<file path="src/rtl/alu_ctrl.sv">
// Sequencer that feeds operands to an external two-register ALU and collects its result.
// Optional operand bypass (skip reloading unchanged ALU registers): define ALU_CTRL_BYPASS_EN.
module alu_ctrl #(
    parameter int WIDTH = 8
) (
    input  logic             clk,
    input  logic             rst,
    input  logic             req_valid,
    output logic             req_ready,
    input  logic [1:0]       req_op,
    input  logic [WIDTH-1:0] req_a,
    input  logic [WIDTH-1:0] req_b,
    input  logic [2:0]       req_shift,
    output logic             resp_valid,
    input  logic             resp_ready,
    output logic [WIDTH-1:0] resp_data,
    output logic             resp_carry,
    output logic             rega_write_enable,
    output logic             regb_write_enable,
    output logic             alu_enable,
    output logic             mul_enable,
    output logic             sub_enable,
    output logic             shift_enable,
    output logic [2:0]       shift_pos,
    output logic [WIDTH-1:0] alu_bus_in,
    input  logic [WIDTH-1:0] alu_bus_out,
    input  logic             alu_carry
);

    localparam logic [2:0] IDLE   = 3'd0;
    localparam logic [2:0] LOAD_A = 3'd1;
    localparam logic [2:0] LOAD_B = 3'd2;
    localparam logic [2:0] EXEC   = 3'd3;
    localparam logic [2:0] READ   = 3'd4;
    localparam logic [2:0] RESP   = 3'd5;

    localparam logic [1:0] OP_SUB = 2'b01;
    localparam logic [1:0] OP_SHL = 2'b10;
    localparam logic [1:0] OP_MUL = 2'b11;

    logic [2:0]       state_q, state_d;
    logic [1:0]       op_q;
    logic [WIDTH-1:0] a_q, b_q;
    logic [2:0]       shift_q;
    logic [WIDTH-1:0] resp_data_q;
    logic             resp_carry_q;

    logic need_a_req, need_b_req, need_b_lat;

`ifdef ALU_CTRL_BYPASS_EN
    logic [WIDTH-1:0] shadow_a_q, shadow_b_q;
    logic             shadow_a_vld_q, shadow_b_vld_q;

    // Shadows mirror what the ALU registers hold, so an equal operand needs no reload.
    assign need_a_req = !(shadow_a_vld_q && (shadow_a_q == req_a));
    assign need_b_req = !req_op[1] && !(shadow_b_vld_q && (shadow_b_q == req_b));
    assign need_b_lat = !op_q[1] && !(shadow_b_vld_q && (shadow_b_q == b_q));

    always_ff @(posedge clk or posedge rst) begin
        if (rst) begin
            shadow_a_q     <= '0;
            shadow_b_q     <= '0;
            shadow_a_vld_q <= 1'b0;
            shadow_b_vld_q <= 1'b0;
        end else begin
            if (state_q == LOAD_A) begin
                shadow_a_q     <= a_q;
                shadow_a_vld_q <= 1'b1;
            end
            if (state_q == LOAD_B) begin
                shadow_b_q     <= b_q;
                shadow_b_vld_q <= 1'b1;
            end
        end
    end
`else
    assign need_a_req = 1'b1;
    assign need_b_req = !req_op[1];
    assign need_b_lat = !op_q[1];
`endif

    always_comb begin
        state_d = state_q;
        case (state_q)
            IDLE: begin
                if (req_valid) begin
                    if (need_a_req)      state_d = LOAD_A;
                    else if (need_b_req) state_d = LOAD_B;
                    else                 state_d = EXEC;
                end
            end
            LOAD_A:  state_d = need_b_lat ? LOAD_B : EXEC;
            LOAD_B:  state_d = EXEC;
            EXEC:    state_d = READ;
            READ:    state_d = RESP;
            RESP:    if (resp_ready) state_d = IDLE;
            default: state_d = IDLE;
        endcase
    end

    always_comb begin
        rega_write_enable = 1'b0;
        regb_write_enable = 1'b0;
        alu_enable        = 1'b0;
        mul_enable        = 1'b0;
        sub_enable        = 1'b0;
        shift_enable      = 1'b0;
        shift_pos         = '0;
        alu_bus_in        = '0;
        case (state_q)
            LOAD_A: begin
                rega_write_enable = 1'b1;
                alu_bus_in        = a_q;
            end
            LOAD_B: begin
                regb_write_enable = 1'b1;
                alu_bus_in        = b_q;
            end
            EXEC, READ: begin
                // Op controls stay identical across EXEC and READ so the ALU result settles.
                mul_enable   = (op_q == OP_MUL);
                sub_enable   = (op_q == OP_SUB);
                shift_enable = (op_q == OP_SHL);
                shift_pos    = shift_q;
                alu_enable   = (state_q == READ);
            end
            default: ;
        endcase
    end

    always_ff @(posedge clk or posedge rst) begin
        if (rst) begin
            state_q      <= IDLE;
            op_q         <= '0;
            a_q          <= '0;
            b_q          <= '0;
            shift_q      <= '0;
            resp_data_q  <= '0;
            resp_carry_q <= 1'b0;
        end else begin
            state_q <= state_d;
            if (state_q == IDLE && req_valid) begin
                op_q    <= req_op;
                a_q     <= req_a;
                b_q     <= req_b;
                shift_q <= req_shift;
            end
            if (state_q == READ) begin
                resp_data_q  <= alu_bus_out;
                resp_carry_q <= alu_carry;
            end
        end
    end

    assign req_ready  = (state_q == IDLE);
    assign resp_valid = (state_q == RESP);
    assign resp_data  = resp_data_q;
    assign resp_carry = resp_carry_q;

endmodule

</file>
<file path="config.mk">
export PLATFORM = sky130hd
export DESIGN_NAME = alu_ctrl
export DESIGN_NICKNAME = d
export VERILOG_FILES = /design/src/rtl/alu_ctrl.sv
export SDC_FILE = /design/constraint.sdc
export NUM_CORES = 1
export LEC_CHECK = 0
export BUFFER_PORTS_ARGS = -buffer_cell sky130_fd_sc_hd__buf_2
export CELL_PAD_IN_SITES_DETAIL_PLACEMENT = 0
export CELL_PAD_IN_SITES_GLOBAL_PLACEMENT = 1
export CORE_MARGIN = 2
export CORE_UTILIZATION = 34
export DETAILED_ROUTE_END_ITERATION = 8
export HOLD_SLACK_MARGIN = 0.05
export PLACE_DENSITY_LB_ADDON = 0.1
export SYNTH_ARGS = -nofsm -noshare
export SYNTH_HDL_FRONTEND = slang
export SYNTH_SLANG_ARGS = --single-unit
</file>
<file path="constraint.sdc">
create_clock -name clk -period 1.45 [get_ports clk]
set_clock_uncertainty 0.05 [all_clocks]
set_input_delay 0.435 -clock clk [delete_from_list [all_inputs] [get_ports clk]]
set_output_delay 0.435 -clock clk [all_outputs]
set_load 0.005 [all_outputs]
</file>
After elaboration in Yosys (flattened, before gate mapping):

Index checks and enable logic that the tools add are counted.

* bits in registers: 33
* bits of input ports: 34
* output and inout bits: 28
* logic and storage cells: 33

* equality and inequality tests: 10
* mux-type cells: 12
* reduce and logical (&&, ||, !) cells: 4

Operators with widths (count)
* one-hot mux 3 bit (6 select lines): 1
* one-hot mux 8 bit (2 select lines): 1
* two-way mux 3 bit: 3
* two-way mux 1 bit: 7
* equality test 3 x 2 -> 1 bit (second input constant): 2
* equality test 3 bit (second input constant): 2
* equality test 2 bit (second input constant): 2
* equality test 3 x 1 -> 1 bit (second input constant): 1
* logical NOT 3 bit: 1
* equality test 2 x 1 -> 1 bit (second input constant): 1
* != test 2 x 1 -> 1 bit (second input constant): 1
* != test 2 bit (second input constant): 1
* AND reduction 2 bit: 1
* OR reduction 2 bit: 1
* logical AND 1 bit: 1

Longest topological paths before layout:

* word-level depth: 3
* gate-level depth with buffers: 5

Worst setup path after synthesis:

No wires, ideal clock.

* path kind: reg2out
* start: reg state_q[0]
* end: out shift_enable
* data arrival time: 1046 ps
* required time: 965 ps
* slack: -81 ps
* stages on the path, launching flop included: 5
* buffers on the path: 1
* cells stage by stage: dfrtp_1 -> buf_6 -> nor3b_1 -> nand2b_1 -> and3b_1

* word-level cells in the longest chain between the ends: 3
* elaborated cells between the ends (all ways): 4
* those cells by class: 2 x eq/ne; 1 x mux; 1 x reduce/logical

RTL lines
* from (decl): RTL line 41 `logic [2:0] state_q, state_d;`
* from (signal assigned): RTL line 141 `state_q <= state_d;`
* equality test 3 bit / equality test 3 x 2 -> 1 bit (equally long branches): RTL line 110 `case (state_q)`
* OR reduction 2 bit (*): RTL line 110
* two-way mux 1 bit (*): RTL line 110
* to (decl): RTL line 23 `output logic shift_enable,`

Every way passes the cells marked *; elsewhere a longest branch is shown, timed or not.

Worst setup path after layout:

* start: reg state_q[1]
* end: out mul_enable

* word-level cells in the longest chain between the ends: 3
* elaborated cells between the ends (all ways): 4
* those cells by class: 2 x eq/ne; 1 x mux; 1 x reduce/logical

RTL lines
* equality test 3 bit / equality test 3 x 2 -> 1 bit (equally long branches): RTL line 110
* OR reduction 2 bit (*): RTL line 110
* two-way mux 1 bit (*): RTL line 110
* to (decl): RTL line 21 `output logic mul_enable,`

Marks and branches as above.

==> out/metrics.cfg <==
[global_routing]
grt_max_degree = 34
overflow = 0
grt_pass1_vias = 1266
grt_usage = 0.156
grt_pass1_wl_mm = 6.20
antenna_found_initial = 0

[timing]
drv_slew = 0
worst_slack_ns = -0.423
post-route-period-util = 1.29
final_hold_viol_count = 0
final.setup.tns_ns = -13.65
max_freq_mhz = 534
tightest_slew_ns = 0.195
grt_setup_unrepaired = true
max-slew-margin-rel = 0.869
setup_viol = 41
layout_min_cycle_time_ns = 1.87

[die]
core_area_um2 = 4440
die_area_um2 = 5240
start_util = 0.358
die_x_um = 72.4
die_y_um = 72.4
pin_count = 62
rows = 24

[finish]
multiInputGateArea_um2 = 796
stdcell_area_um2 = 2380
final_core_util = 0.537
areaGrowthSynthToFinish_pct = 50.0
layout-drive-gt1-share = 0.719
antennaDiodeCount = 0
layout.filler_cells = 402
nNetsFinal = 229
regArea_um2 = 830

[placement]
place_area_um2 = 2010
place_hpwl_mm = 2.55
routabilityCongestion = 0.684
io_buffer_count = 61
post-place-ws_ns = -0.160

[detailed_routing]
wl_mm = 3.91
routed-via-count = 1188
wl_per_cell_um = 15.7
drc = 0
postRouteAntennaNets = 0
first_iter_violations = 47
viasPerCell = 4.79
firstDrtPassIters = 2

[clock_tree]
numCtsBuffers = 5
cts_root_buf = clkbuf_8
clkSinkCount = 33
clock_insertion_delay_worst_skew_ns = 0.28
clkTransAtPathRegs_ns = 0.07
cts_tree = done
ctsHoldBuffers = 0
clockBufferDepth = 2
ctsHtreeMaxLevel = 2

[worst_setup_path]
cpMostUsedCell = buf_6
r2r_start = state_q[0]
slowest_delay_ns = 0.44
cp_cell_sequence = buf_6 > nand3b_1 > nand2b_4 > and3_4 > buf_6
start_kind = flop
worst_path_max_delay_cell = dfrtp_2
path_buf_inv = 2
required_ns = 0.97
end_kind = output pin
r2r_setup_slack_ns = -0.41
crit_path_max_fanout = 6
worst-setup-path-type = reg -> out
timing.rr.end = a_q[3]
worstRegToRegCells = 8
critical_path.top_delay_family = flip-flops
cp.arrival_ns = 1.39

[power_and_ir_drop]
cellPowerDensity_nw_per_um2 = 2170
p_leak_nw = 1.20
ir_worst_vdd_uv = 816
p_total_mw = 5.18

[status]
violations = setup timing
status = complete, but fails checks

[logic_synthesis]
yosysUniqueCellTypes = 26
synth_area_per_cell_um2 = 14.1
synth_nets = 147
yosys_warnings = 0
netlist_instances = 113
synth-seq-area-share = 0.519
syn_area_um2 = 1590
synth.ff_latch_count = 33

[hold_path]
hp-class = in -> async

[run]
cap_viol_max_count = 0

==> per-layer routing <==
layer	global-route usage	wire, um
met1	0.199	1710
met2	0.258	1970
met3	0.0431	200
met4	0.0494	30
met5	0	0
==> sequential cells by signal, summed over array words and instances, names as in the netlist <==
signal      cells
shift_q         3
b_q             8
op_q            2
state_q         3
resp_carry      1
resp_data       8
a_q             8
==> kinds of logic after synthesis <==
group,Yosys count,share of synthesized area
flip-flops,33,0.519
buffers and inverters,10,0.0535
multiplexers,30,0.260
AND/OR/NAND/NOR,28,0.110
AO/OA/AOI/OAI,12,0.0574
==> worst reg2reg max path, cell delays in order, from the launching register on <==
cell     delay [ns]
dfrtp_2        0.45
buf_6          0.14
buf_6          0.11
nor3_4         0.14
buf_4          0.14
and2_4         0.19
buf_6          0.13
buf_12         0.11
mux2_4         0.30
==> through the flow <==
step	hold slack (ns)	cells
detailed placement	0.440	227
global placement	0.433	227
finish	0.141	248
global route	0.168	248
CTS	0.148	248
floorplan	0.423	113
==> synthesized netlist by cell type <==
cell	instances	area (um^2)
inv_1	2	7.51
nand3b_1	2	15.0
mux2_4	20	300
nor3_4	1	16.3
o21ai_0	1	5.00
nand2_1	3	11.3
mux2_2	10	113
nor3b_1	2	15.0
o21ba_2	1	10.0
a221oi_1	1	8.76
and3_1	1	6.26
o21a_1	1	7.51
buf_6	1	11.3
nand2b_1	1	6.26
buf_12	2	40.0
and2_1	4	25.0
buf_2	3	15.0
and2b_2	2	17.5
dfrtp_1	33	826
and2_4	1	8.76
nor2b_1	1	6.26
nor2_1	8	30.0
a22oi_1	8	60.1
buf_1	1	3.75
buf_4	1	7.51
and3b_1	2	17.5
==> placed cells by master (no fill, tap or decap), types with 3 or more instances in the layout <==
cell	n
buf_2	54
mux2_4	30
dfrtp_1	30
buf_6	13
nor2_1	8
buf_4	7
and2_4	5
clkbuf_8	5
a22oi_2	4
a22oi_1	4
buf_12	4
nand2_1	3
dfrtp_2	3
==> final cells by class <==
type | count | share of cell area
timing repair buffer | 81 | 0.253
sequential | 33 | 0.348
inverter | 2 | 0.00315
clock inverter | 2 | 0.00420
tap | 52 | 0.0273
clock buffer | 6 | 0.0304
multi-input combinational | 72 | 0.334
==> worst max-delay path by stage <==
| stage | startpoint | end | slack [ns] | cells past startpoint |
|---|---|---|---|---|
| floorplan | state_q[2] | a_q[0] | -0.05 | 5 |
| global route | state_q[0] | shift_enable | -0.51 | 5 |
| detailed placement | state_q[2] | shift_enable | -0.16 | 4 |
| global placement | state_q[1] | alu_bus_in[6] | -0.13 | 4 |
| finish | state_q[1] | mul_enable | -0.42 | 5 |
| CTS | state_q[0] | alu_bus_in[5] | -0.44 | 4 |
==> timing repair <==
action / in CTS / in global routing
setup buffers: 11 / 1
setup endpoints to repair: 40 / 50
pin swaps: 7 / 11
gates resized for setup: 33 / 17
gates cloned: 2 / 3
==> where the power goes <==
part	internal (mW)	total (mW)	switching, mW	leakage [nW]
logic	1.82	2.80	0.974	0.765
registers	1.40	1.74	0.332	0.389
clock network	0.332	0.651	0.319	0.0450
Note: power is estimated with default switching activity, not from simulation.
